**src/rtl/serv_rf_ram_adapter.sv**
```systemverilog
// serv_rf_ram_adapter
//   Bridges SERV's bit-serial register file ports onto a simple dual-port
//   RAM of `width`-bit words. The RAM holds 32 GPRs followed by `csr_regs`
//   CSR slots, each 32 bits, at address {reg[5:0], word}.
//
//   Write side: two serial write ports share one bit counter (wcnt). Each
//   port assembles a word in a shift buffer; on word completion port 0 is
//   written in the next cycle and port 1 in the cycle after that.
//   Read side: i_rreq (accepted only while idle) streams both registers
//   out LSB first, o_ready marking bit 0. Words are fetched one per cycle,
//   port 0 one cycle ahead of port 1, each just in time for its first bit.
//
//   Ports:
//     clk, i_rst_n              clock, synchronous active-low reset
//     i_wreg*/i_wen*/i_wdata*   serial write ports 0/1
//     i_rreq, i_rreg*           read request and register addresses
//     o_ready, o_rdata*         bit-0 marker and serial read data
//     o_waddr/o_wdata/o_wen     RAM write port
//     o_raddr/o_ren/i_rdata     RAM read port (one-cycle read latency)
//
//   Build option: define SERV_RF_RAM_X0_MASK_EN to make register 0 read as
//   zero and never be written.
module serv_rf_ram_adapter #(
  parameter  int width    = 8,
  parameter  int csr_regs = 4,
  localparam int depth    = (32 + csr_regs) * 32 / width,
  localparam int aw       = $clog2(depth)
) (
  input  logic             clk,
  input  logic             i_rst_n,
  input  logic             i_rreq,
  output logic             o_ready,
  input  logic [5:0]       i_wreg0,
  input  logic [5:0]       i_wreg1,
  input  logic             i_wen0,
  input  logic             i_wen1,
  input  logic             i_wdata0,
  input  logic             i_wdata1,
  input  logic [5:0]       i_rreg0,
  input  logic [5:0]       i_rreg1,
  output logic             o_rdata0,
  output logic             o_rdata1,
  output logic [aw-1:0]    o_waddr,
  output logic [width-1:0] o_wdata,
  output logic             o_wen,
  output logic [aw-1:0]    o_raddr,
  output logic             o_ren,
  input  logic [width-1:0] i_rdata
);

`ifdef SERV_RF_RAM_X0_MASK_EN
  localparam bit X0_MASK = 1'b1;
`else
  localparam bit X0_MASK = 1'b0;
`endif

  localparam int lw = $clog2(width);

  function automatic logic [aw-1:0] ram_addr(input logic [5:0] r, input logic [4:0] idx);
    ram_addr = aw'((32'(r) << (5 - lw)) | 32'(idx >> lw));
  endfunction

  // ---------------- write side ----------------
  logic [4:0]       wcnt;
  logic [width-2:0] wbuf0, wbuf1;   // last bit of a word comes straight from the input
  logic             pend1;
  logic [aw-1:0]    pend_addr;
  logic [width-1:0] pend_data;

  logic             any_wen, wdone, wkeep0, wkeep1;
  logic [width-1:0] word0, word1;

  assign any_wen = i_wen0 | i_wen1;
  assign wdone   = any_wen && ((wcnt & 5'(width - 1)) == 5'(width - 1));
  assign word0   = {i_wdata0, wbuf0};
  assign word1   = {i_wdata1, wbuf1};
  assign wkeep0  = !X0_MASK || (i_wreg0 != 6'd0);
  assign wkeep1  = !X0_MASK || (i_wreg1 != 6'd0);

  always_ff @(posedge clk) begin
    if (!i_rst_n) begin
      wcnt      <= '0;
      wbuf0     <= '0;
      wbuf1     <= '0;
      pend1     <= 1'b0;
      pend_addr <= '0;
      pend_data <= '0;
      o_wen     <= 1'b0;
      o_waddr   <= '0;
      o_wdata   <= '0;
    end else begin
      if (any_wen) wcnt  <= wcnt + 5'd1;
      if (i_wen0)  wbuf0 <= word0[width-1:1];
      if (i_wen1)  wbuf1 <= word1[width-1:1];
      o_wen <= 1'b0;
      pend1 <= 1'b0;
      // Both addresses are captured here; port 1 waits one cycle in pend_*.
      // A completion and a pending port-1 write can never coincide (width >= 4).
      if (wdone) begin
        o_wen     <= i_wen0 & wkeep0;
        o_waddr   <= ram_addr(i_wreg0, wcnt);
        o_wdata   <= word0;
        pend1     <= i_wen1 & wkeep1;
        pend_addr <= ram_addr(i_wreg1, wcnt);
        pend_data <= word1;
      end else if (pend1) begin
        o_wen   <= 1'b1;
        o_waddr <= pend_addr;
        o_wdata <= pend_data;
      end
    end
  end

  // ---------------- read side ----------------
  // rcnt = cycles since the accepted request; busy covers T+1..T+34.
  logic             busy, ren_port, ld0, ld1;
  logic [5:0]       rcnt, rreg0_q, rreg1_q;
  logic [width-1:0] rbuf0, rbuf1;

  logic       start, issue, is_p1, out_act, rkeep0, rkeep1;
  logic [5:0] n, rsel;

  assign start = i_rreq & ~busy;
  assign n     = start ? 6'd0 : rcnt;
  // Port 0 word k is fetched at offset k*width+1, port 1 at k*width+2, so
  // the data lands exactly when the first bit of that word is due.
  assign issue = (start | busy) && (n < 6'd32) && ((n & 6'(width - 1)) <= 6'd1);
  assign is_p1 = n[0];
  assign rsel  = is_p1 ? rreg1_q : (start ? i_rreg0 : rreg0_q);

  always_ff @(posedge clk) begin
    if (!i_rst_n) begin
      busy     <= 1'b0;
      rcnt     <= '0;
      rreg0_q  <= '0;
      rreg1_q  <= '0;
      ren_port <= 1'b0;
      ld0      <= 1'b0;
      ld1      <= 1'b0;
      rbuf0    <= '0;
      rbuf1    <= '0;
      o_ren    <= 1'b0;
      o_raddr  <= '0;
      o_ready  <= 1'b0;
    end else begin
      o_ren <= issue;
      if (issue) begin
        o_raddr  <= ram_addr(rsel, n[4:0]);
        ren_port <= is_p1;
      end
      ld0 <= o_ren & ~ren_port;
      ld1 <= o_ren & ren_port;
      if (start) begin
        busy    <= 1'b1;
        rcnt    <= 6'd1;
        rreg0_q <= i_rreg0;
        rreg1_q <= i_rreg1;
      end else if (busy) begin
        rcnt <= rcnt + 6'd1;
        if (rcnt == 6'd34) busy <= 1'b0;
      end
      o_ready <= busy && (rcnt == 6'd2);
      rbuf0   <= ld0 ? i_rdata : rbuf0 >> 1;
      rbuf1   <= ld1 ? i_rdata >> 1 : rbuf1 >> 1;
    end
  end

  assign out_act = busy && (rcnt >= 6'd3);
  assign rkeep0  = !X0_MASK || (rreg0_q != 6'd0);
  assign rkeep1  = !X0_MASK || (rreg1_q != 6'd0);

  // Port 1 data arrives in the same cycle its first bit is due, so that bit
  // passes straight from i_rdata; the rest come from rbuf1.
  assign o_rdata0 = out_act & rkeep0 & rbuf0[0];
  assign o_rdata1 = out_act & rkeep1 & (ld1 ? i_rdata[0] : rbuf1[0]);

endmodule

```
**config.mk**
```make
export PLATFORM = sky130hd
export DESIGN_NAME = serv_rf_ram_adapter
export DESIGN_NICKNAME = d
export VERILOG_FILES = /design/src/rtl/serv_rf_ram_adapter.sv
export SDC_FILE = /design/constraint.sdc
export NUM_CORES = 1
export LEC_CHECK = 0
export BUFFER_PORTS_ARGS = -buffer_cell sky130_fd_sc_hd__buf_2
export CAP_MARGIN = 15
export CORE_ASPECT_RATIO = 1.1
export CORE_MARGIN = 2
export CORE_UTILIZATION = 40
export DETAILED_ROUTE_END_ITERATION = 7
export HOLD_SLACK_MARGIN = 0.03
export SYNTH_ARGS = -nofsm -noshare
export SYNTH_HDL_FRONTEND = slang
export SYNTH_SLANG_ARGS = --single-unit
export TNS_END_PERCENT = 30
```
**constraint.sdc**
```tcl
create_clock -name clk -period 5.45 [get_ports clk]
set_input_delay 1.635 -clock clk [delete_from_list [all_inputs] [get_ports clk]]
set_output_delay 1.635 -clock clk [all_outputs]
set_load 0.005 [all_outputs]
```
======== After elaboration in Yosys (flattened, before gate mapping) ========
Index checks and enable logic that the tools add are counted.
storage, ports and cells
  bits in registers ....................... 101
  latch bits .............................. 0
  RAM bits ................................ 0
  memory bits (read-only) ................. 0
  input bits .............................. 39
  output and inout port bits .............. 29
  memories kept ........................... 0
cells by class
  add/subtract/negate cells ............... 2
  multipliers ............................. 0
  div/mod/pow operators ................... 0
  magnitude comparators ................... 3
  eq/ne operators ......................... 3
  shift-type cells ........................ 0
  muxes and demuxes ....................... 17
  bitwise gates (word level) .............. 13
  reductions and logical operators ........ 10
operators with widths
  cell                   count
  $mux W8                4
  $or A8 B2 Y8           3
  $mux W6                3
  $mux W7                2
  $mux W1                8
  $add A6 B1 Y6 const B  1
  $eq A6 B2 Y1 const B   1
  $eq A6 B6 Y1 const B   1
  $ge A6 B2 Y1 const B   1
  $lt A6 B6 Y1 const B   1
  $add A5 B1 Y5 const B  1
  $and A1 B1 Y1          5
  $logic_and A1 B1 Y1    5
  $reduce_and A2 Y1      2
  $reduce_bool A2 Y1     2
  $eq A3 B3 Y1 const B   1
  $le A3 B1 Y1 const B   1
  $not A1 Y1             3
  $or A1 B1 Y1           2
  $reduce_or A2 Y1       1

======== Longest topological paths before layout ========
Gate-level depths: netlist of run 1.
  depth in word-level cells ............... 6
  mapped depth ............................ 6
  depth with buffers taken out ............ 5

======== Worst setup path after synthesis of run 1 ========
Ideal clock, no wire load.
  kind .................................... input port to output port
  start point ............................. input i_rdata[0]
  end point ............................... output o_rdata1
  arrival time ............................ 2,008 ps
  data required time ...................... 3,815 ps
  path slack .............................. 1,807 ps
  stages on the path ...................... 2
  cells stage by stage .................... mux2_2 o311a_2
on the way
  cells in the longest elaborated chain, start to end .. 2
ends and longest elaborated chain
  what           line  RTL
  from (decl)    48    input logic [width-1:0] i_rdata
  $mux W1        175   assign o_rdata1 = out_act & rkeep1 & (ld1 ? i_rdata[0] : rbuf1[0]);
  $and A1 B1 Y1  175
  to (decl)      42    output logic o_rdata1,
Every way passes these cells.

======== Worst setup path in the final report of run 1 ========
Same ends and word-level chain as after synthesis.

==> impl_metrics.json, run 1 <==
{
  "status": "completed",
  "timing.rr.end": "o_raddr[4]",
  "worstSetupPathType": "in -> out",
  "core_area_mm2": 0.00940,
  "crit_path_start": "i_rdata[0]",
  "synth_top_area_share_pct": 51.7,
  "nNetsFinal": 509,
  "synth_seq_cells": 100,
  "synth-async-reset-ratio_pct": 0,
  "synth.most_common_cell": "dfxtp_1",
  "dr.pass1.iters": 4,
  "synth_cell_type_count": 39,
  "skew_ns": 0.0107,
  "port_buffers": 67,
  "clk_pin_slew_ns": 0.09,
  "numCtsBuffers": 9,
  "vias_per_cell": 5.06,
  "start_util_pct": 41.2,
  "dp_hpwl_um": 5130,
  "htreeDepth": 3,
  "relSlewSlack_pct": 33.4,
  "routed-via-count": 2972,
  "cts_tree": "built",
  "required_ns": 3.82,
  "tns_ns": 0,
  "synthCells": 416,
  "postCtsSetupBuffers": 0,
  "synth_area_leader_cell": "dfxtp_1",
  "endpoint": "o_rdata1",
  "ioPinCount": 68,
  "track_usage_pct": 15.5,
  "post-place-ws_ns": 1.57,
  "cap_violations": 0,
  "ctsHoldBuffers": 0,
  "rrSetupSlack_ns": 3.36,
  "dieWidth_um": 97.8,
  "totalWireLength_um": 7710,
  "drive_gt1_share_pct": 21.5,
  "max_freq_mhz": 258,
  "worstSkewPairLatency_ns": 0.36,
  "avgSynthCellArea_um2": 9.31,
  "drt_iter0_markers": 126,
  "synthToLayoutAreaGrowth_pct": 15.4,
  "fin_crit_sh_pct": 71.1,
  "syn_area_mm2": 0.00387,
  "die-area_mm2": 0.0105,
  "grt_pass1_vias": 2937,
  "min_path_cells": 1,
  "worst_slack_ns": 1.57,
  "worst_pin_slew_ns": 0.998,
  "min_period_ns": 3.88,
  "worst_ep_arrival_time_ns": 2.24,
  "yosys_warnings": 0,
  "min_path_type": "reg -> reg",
  "synth_area_leaders": "dfxtp_1 (52%), mux2i_1 (11%), nand2_1 (7.4%)",
  "fin_util_pct": 47.5,
  "power_density_mw_per_mm2": 318,
  "synth-main-ff-cell": "dfxtp_1",
  "cts_num_sinks": 100,
  "wl_per_cell_um": 13.1,
  "grt_max_degree": 45,
  "drc": 0,
  "synth_edf_count": 0,
  "path_max_fanout": 2,
  "setup_violations": 0,
  "startpoint_type": "input port",
  "gr-total-overflow": 0,
  "root_buffer": "clkbuf_8",
  "die_h_um": 107,
  "syn_nets": 460,
  "antenna_found_initial": 0,
  "synth_common_cells": "dfxtp_1 (100), nand2_1 (76), nor2_1 (54), mux2i_1 (41), a21oi_1 (37)",
  "worstSetupEndpointType": "output pin",
  "r2r_cells": 3,
  "hold_viol_final": 0,
  "drtAntennaViolNets": 0,
  "cts_resized": 0,
  "clock_path_buffers": 2,
  "rows": 37,
  "synth_seq_area_share_pct": 51.7,
  "rsz0062_at_grt": "false",
  "regToRegStartpoint": "busy",
  "diodes": 0,
  "slew_viol_final": 0,
  "leakagePower_nw": 1.81,
  "grt_pass1_wl_um": 13300,
  "vdd_drop_max_v": 0.000143,
  "place.gp.congestion": 0.731
}
[worst min-delay path by stage]
stage,endpoint,startpoint
after global placement,ld0,ren_port
after detailed placement,ld0,ren_port
after global routing,ld0,ren_port
final,ld0,ren_port
after CTS,ld0,ren_port
after floorplan,ld0,ren_port
[placed cells by master, fill, tap and decap left out, drive strengths merged, types with 2 or more instances in the layout]
master   count
a211oi      18
a21oi       37
a311oi       2
and3         3
buf         69
bufinv       3
clkbuf       9
clkinv       2
dfxtp      100
ha           5
inv          4
mux2         6
mux2i       41
nand2       76
nand3        3
nand4        2
nor2        54
nor2b        3
nor3         4
o2111ai      2
o21ai        4
o311a        2
o32ai        2
or4          2
xor2         6
[layout make-up]
type,instances,area [um^2]
Fill cell,924,4930
Sequential cell,100,2000
Inverter,3,11.3
Clock inverter,7,124
Timing Repair Buffer,69,350
Tap cell,117,146
Multi-Input combinational cell,282,1710
Clock buffer,9,124
[sequential cells by signal, indices dropped and copies added (netlist names), 5 cells and up]
| name | count |
|---|---|
| rcnt | 6 |
| wbuf0 | 7 |
| pend_data | 8 |
| wcnt | 5 |
| rbuf1 | 7 |
| o_wdata | 8 |
| rreg0_q | 6 |
| rreg1_q | 6 |
| o_waddr | 8 |
| wbuf1 | 7 |
| pend_addr | 8 |
| rbuf0 | 8 |
| o_raddr | 8 |
[critical path, cell delays in order]
cell and delay, ns:
buf_2 0.10, mux2_2 0.25, o311a_2 0.13, buf_2 0.13
[per-stage QoR]
step / instance area (um^2) / power, mW / std cells / hold slack [ns]
after floorplan: 3870 / 0.841 / 416 / 0.402
after global placement: 4220 / 0.870 / 571 / 0.421
after detailed placement: 4220 / 0.873 / 571 / 0.425
after CTS: 4470 / 1.44 / 587 / 0.438
after global routing: 4470 / 1.48 / 587 / 0.455
final: 4470 / 1.42 / 587 / 0.437
[metal layers]
layer / track usage [%] / vias up / share of wire, %
met5: 0 / - / 0
met1: 19.4 / 1387 / 47
met4: 5.65 / 0 / 1.4
met3: 4.76 / 10 / 5.7
li1: - / 1516 / -
met2: 25.4 / 59 / 46
[kinds of logic after synthesis]
logic type / synth area share [%]
AOI/OAI and AO/OA: 12.3
muxes: 12.3
adders and majority gates: 1.62
buffers and inverters: 4.14
and+or+nand+nor: 16.5
DFF: 51.7
xor gates and xnor gates: 1.36
[where the power goes]
part           total (mW)  internal [mW]  switching [mW]
Sequential          0.767          0.749          0.0177
Clock               0.565          0.308           0.257
Combinational      0.0876         0.0386          0.0491
Total                1.42           1.10           0.324
Note: power is estimated with default switching activity, not from simulation.
==> run 2: changes to the inputs <==
==> constraint.sdc (replaced) <==
create_clock -name clk -period 3.8 [get_ports clk]
set_input_delay 1.14 -clock clk [delete_from_list [all_inputs] [get_ports clk]]
set_output_delay 1.14 -clock clk [all_outputs]
set_load 0.005 [all_outputs]
==> impl_metrics.json, run 2 (same netlist as run 1, synthesis figures left out) <==
{
  "grt_pass1_wl_um": 13400,
  "intPower_mw": 1.45,
  "cts_num_sinks": 100,
  "critPathSlowestCell": "dfxtp_1",
  "clk_pin_slew_ns": 0.11,
  "setup_violations": 0,
  "clock_path_buffers": 2,
  "worstSetupEndpointType": "output pin",
  "p_sw_share_pct": 25.6,
  "min_period_ns": 3.29,
  "worst_pin_slew_ns": 1.04,
  "dr.pass1.iters": 4,
  "fin_crit_sh_pct": 86.6,
  "hold_ws_ns": 0.437,
  "relSlewSlack_pct": 30.5,
  "combPwrFrac_pct": 6.6,
  "status": "completed",
  "path_max_fanout": 15,
  "slowest_delay_ns": 0.51,
  "gr-total-overflow": 0,
  "totalWireLength_um": 7900,
  "wl_per_cell_um": 13.4,
  "drive_gt1_share_pct": 21.7,
  "skew_ns": 0.0228,
  "vdd_drop_max_v": 0.000209,
  "drt_iter0_markers": 115,
  "slew_viol_final": 0,
  "seq_area_mm2": 0.00200,
  "place.gp.congestion": 0.745,
  "layout_common_cells": "dfxtp_1 (100), nand2_1 (76), buf_2 (67), nor2_1 (54), mux2i_1 (41)",
  "fillers": 943,
  "diodes": 0,
  "vias_per_cell": 5.10,
  "rows": 37,
  "port_buffers": 67,
  "ioPinCount": 68,
  "worstSetupPathType": "reg -> out",
  "required_ns": 2.66,
  "start_util_pct": 41.2,
  "crit_chain": "ha_1 > or4_1 > o311a_2 > buf_2",
  "cts_tree": "built",
  "cts_resized": 0,
  "layout_commonest_cell": "dfxtp_1",
  "die_h_um": 107,
  "power_density_mw_per_mm2": 439,
  "synthToLayoutAreaGrowth_pct": 15.0,
  "drc": 0,
  "grt_pass1_vias": 2817,
  "core_area_mm2": 0.00940,
  "place_area_mm2": 0.00424,
  "power.switching_mw": 0.499,
  "hold_viol_final": 0,
  "stdcell_area_mm2": 0.00445,
  "r2r_cells": 3,
  "die-area_mm2": 0.0105,
  "root_buffer": "clkbuf_8",
  "dp_hpwl_um": 5130,
  "worst_ep_arrival_time_ns": 2.15,
  "pwr-share-seq_pct": 56.3,
  "postCtsSetupBuffers": 0,
  "antenna_found_initial": 0,
  "routed-via-count": 2999,
  "max_freq_mhz": 304,
  "worstSkewPairLatency_ns": 0.38,
  "min_path_type": "reg -> reg",
  "startpoint_type": "register",
  "nNetsFinal": 510,
  "grt_max_degree": 48,
  "cap_violations": 0,
  "htreeDepth": 3,
  "numCtsBuffers": 9,
  "track_usage_pct": 15.7,
  "drtAntennaViolNets": 0,
  "ctsHoldBuffers": 0,
  "fin_util_pct": 47.4,
  "dieWidth_um": 97.8,
  "min_path_cells": 1,
  "leakagePower_nw": 1.80,
  "multi_input_area_mm2": 0.00171,
  "tns_ns": 0,
  "power.share.clock_pct": 37.1,
  "rsz0062_at_grt": "false"
}
[run 2: cell count changes in the layout (fill, tap and decap cells not counted), sizes merged]
cell	before	now
inv	4	8
bufinv	3	1
buf	69	70
clkinv	2	1
clkinvlp	1	0
[run 2: critical path, delay by kind of cell (launching register included)]
family	cells	cell delay [ns]
DFF	1	0.51
and+or+nand+nor	1	0.50
AOI/OAI and AO/OA	1	0.34
adders and majority gates	1	0.31
buffers and inverters	1	0.13
[run 2: final timing paths]
path	from	end	slack, ns
hold / removal	ren_port	ld0	0.44
setup reg to reg	busy	o_raddr[2]	1.96
hold reg to reg	ren_port	ld0	0.44
setup / recovery	rcnt[0]	o_rdata0	0.51
[run 2: routing by layer]
metal / up-vias / global-route usage [%] / share of wire, %
li1: 1517 / - / -
met1: 1410 / 21.0 / 49
met2: 68 / 24.2 / 45
met3: 4 / 5.02 / 5.0
met4: 0 / 4.76 / 0.77
met5: - / 0 / 0
[run 2: power groups by stage]
stage | Clock, mW | Sequential (mW) | Combinational (mW)
CTS | 0.743 | 1.10 | 0.130
detailed placement | 0 | 1.12 | 0.130
global placement | 0 | 1.12 | 0.127
global route | 0.802 | 1.10 | 0.144
finish | 0.725 | 1.10 | 0.129
floorplan | 0 | 1.11 | 0.0919
[run 2: through the flow]
step,cells,total power [mW],setup WS [ns]
finish,588,1.95,0.511
floorplan,416,1.21,1.15
global route,588,2.05,0.395
CTS,588,1.97,0.494
detailed placement,572,1.25,0.911
global placement,572,1.25,0.902
[run 2: layout make-up]
type                       count  area share, %
clock buffer                   9           2.78
clock inverter                 7           1.97
inverter                       3          0.253
multi-input combinational    282           38.4
sequential                   100           45.0
tap                          117           3.29
timing repair buffer          70           8.32
==> run 3: changes to the inputs <==
--- a/config.mk
+++ b/config.mk
@@ -12,6 +12,7 @@
 export CORE_UTILIZATION = 40
 export DETAILED_ROUTE_END_ITERATION = 7
 export HOLD_SLACK_MARGIN = 0.03
+export REMOVE_ABC_BUFFERS = 1
 export SYNTH_ARGS = -nofsm -noshare
 export SYNTH_HDL_FRONTEND = slang
 export SYNTH_SLANG_ARGS = --single-unit
==> impl_metrics.json, run 3 (same netlist as run 1, synthesis figures left out) <==
{
  "combPwrFrac_pct": 7.2,
  "required_ns": 2.66,
  "dieWidth_um": 97.8,
  "grt_pass1_wl_um": 13100,
  "drt_iter0_markers": 130,
  "r2r_cells": 4,
  "dp_hpwl_um": 5060,
  "worst_slack_ns": 0.710,
  "intPower_mw": 1.43,
  "vdd_drop_max_v": 0.000180,
  "post-place-ws_ns": 0.899,
  "power_density_mw_per_mm2": 422,
  "rows": 37,
  "endpoint": "o_rdata0",
  "clk_pin_slew_ns": 0.09,
  "start_util_pct": 41.2,
  "ioPinCount": 68,
  "dr.pass1.iters": 5,
  "power.share.clock_pct": 34.1,
  "wl_per_cell_um": 13.3,
  "p_sw_share_pct": 23.7,
  "layout_common_cells": "dfxtp_1 (100), nand2_1 (76), buf_2 (67), nor2_1 (54), mux2i_1 (41)",
  "track_usage_pct": 15.5,
  "totalWireLength_um": 7870,
  "cts_tree": "built",
  "slew_viol_final": 0,
  "status": "completed",
  "critPathSlowestCell": "or4_1",
  "relSlewSlack_pct": 30.4,
  "htreeDepth": 3,
  "place_area_mm2": 0.00425,
  "rrSetupSlack_ns": 1.99,
  "timing.rr.end": "o_raddr[4]",
  "diodes": 0,
  "port_buffers": 67,
  "cap_violations": 0,
  "hold_ws_ns": 0.431,
  "gr-total-overflow": 0,
  "leakagePower_nw": 1.80,
  "ctsHoldBuffers": 0,
  "worst_ep_arrival_time_ns": 1.95,
  "postCtsSetupBuffers": 0,
  "worstSetupPathType": "reg -> out",
  "clock_path_buffers": 2,
  "cts_resized": 0,
  "antenna_found_initial": 0,
  "skew_ns": 0.00661,
  "rsz0062_at_grt": "false",
  "die-area_mm2": 0.0105,
  "cts_num_sinks": 100,
  "die_h_um": 107,
  "startpoint_type": "register",
  "synthToLayoutAreaGrowth_pct": 14.4,
  "fin_crit_sh_pct": 81.3,
  "tns_ns": 0,
  "slowest_delay_ns": 0.49,
  "regToRegStartpoint": "busy",
  "drive_gt1_share_pct": 21.5,
  "numCtsBuffers": 9,
  "crit_chain": "ha_1 > or4_1 > o311a_2 > buf_2",
  "min_path_type": "reg -> reg",
  "path_max_fanout": 7,
  "power.switching_mw": 0.442,
  "layout_commonest_cell": "dfxtp_1",
  "nNetsFinal": 513,
  "crit_path_start": "rcnt[1]",
  "hold_viol_final": 0,
  "final_cells": 591,
  "place.gp.congestion": 0.703,
  "root_buffer": "clkbuf_8",
  "min_period_ns": 3.09,
  "worst_pin_slew_ns": 1.04,
  "fillers": 930,
  "stdcell_area_mm2": 0.00443,
  "worstSetupEndpointType": "output pin",
  "placed_cells": 575,
  "max_freq_mhz": 324,
  "worstSkewPairLatency_ns": 0.36,
  "drc": 0,
  "drtAntennaViolNets": 0,
  "setup_violations": 0,
  "vias_per_cell": 5.01,
  "grt_max_degree": 47,
  "core_area_mm2": 0.00940,
  "pwr-share-seq_pct": 58.7,
  "routed-via-count": 2961,
  "grt_pass1_vias": 2758
}
run 3: cell types whose count changed in the layout (fill, tap and decap cells not counted), sizes merged:
cell    delta
clkbuf     +6
inv        -5
buf        +3
bufinv     -1
run 3: critical path: cells and delay by family (launching register included):
kind / cells / cell delay [ns]
AOI/OAI and AO/OA: 1 / 0.34
adders and majority gates: 1 / 0.23
buffers and inverters: 1 / 0.13
DFF: 1 / 0.40
and+or+nand+nor: 1 / 0.49
run 3: metal layers:
layer | routed length (um) | track usage, % | share of wire, %
met5 | 0 | 0 | 0
met4 | 144 | 7.44 | 1.8
met3 | 275 | 2.93 | 3.5
met2 | 3500 | 23.9 | 45
met1 | 3940 | 20.9 | 50
run 3: final cells by class:
class | count | area, um^2 | area share, %
tap | 117 | 146 | 3.30
sequential | 100 | 2000 | 45.2
clock buffer | 15 | 176 | 3.98
timing repair buffer | 73 | 380 | 8.58
clock inverter | 1 | 5.00 | 0.113
multi-input combinational | 282 | 1710 | 38.6
inverter | 3 | 11.3 | 0.254
run 3: power by group through the flow:
stage | clock network, mW | registers (mW) | logic, mW
2_1_floorplan | 0 | 1.12 | 0.0715
3_3_place_gp | 0 | 1.12 | 0.134
3_5_place_dp | 0 | 1.12 | 0.136
4_1_cts | 0.657 | 1.10 | 0.136
5_1_grt | 0.701 | 1.10 | 0.151
6_report | 0.638 | 1.10 | 0.134
run 3: through the flow:
| step | utilization [%] | total power, mW |
|---|---|---|
| floorplan | - | 1.19 |
| global placement | 45.2 | 1.25 |
| detailed placement | 45.2 | 1.26 |
| CTS | 47.2 | 1.89 |
| global route | 47.2 | 1.95 |
| finish | 47.2 | 1.87 |
run 3: worst min path at each step:
stage               startpoint  endpoint  depth (start not counted)
floorplan             ren_port       ld0                          1
global placement      ren_port       ld0                          1
detailed placement    ren_port       ld0                          1
CTS                   ren_port       ld0                          1
global route          ren_port       ld0                          1
finish                ren_port       ld0                          1
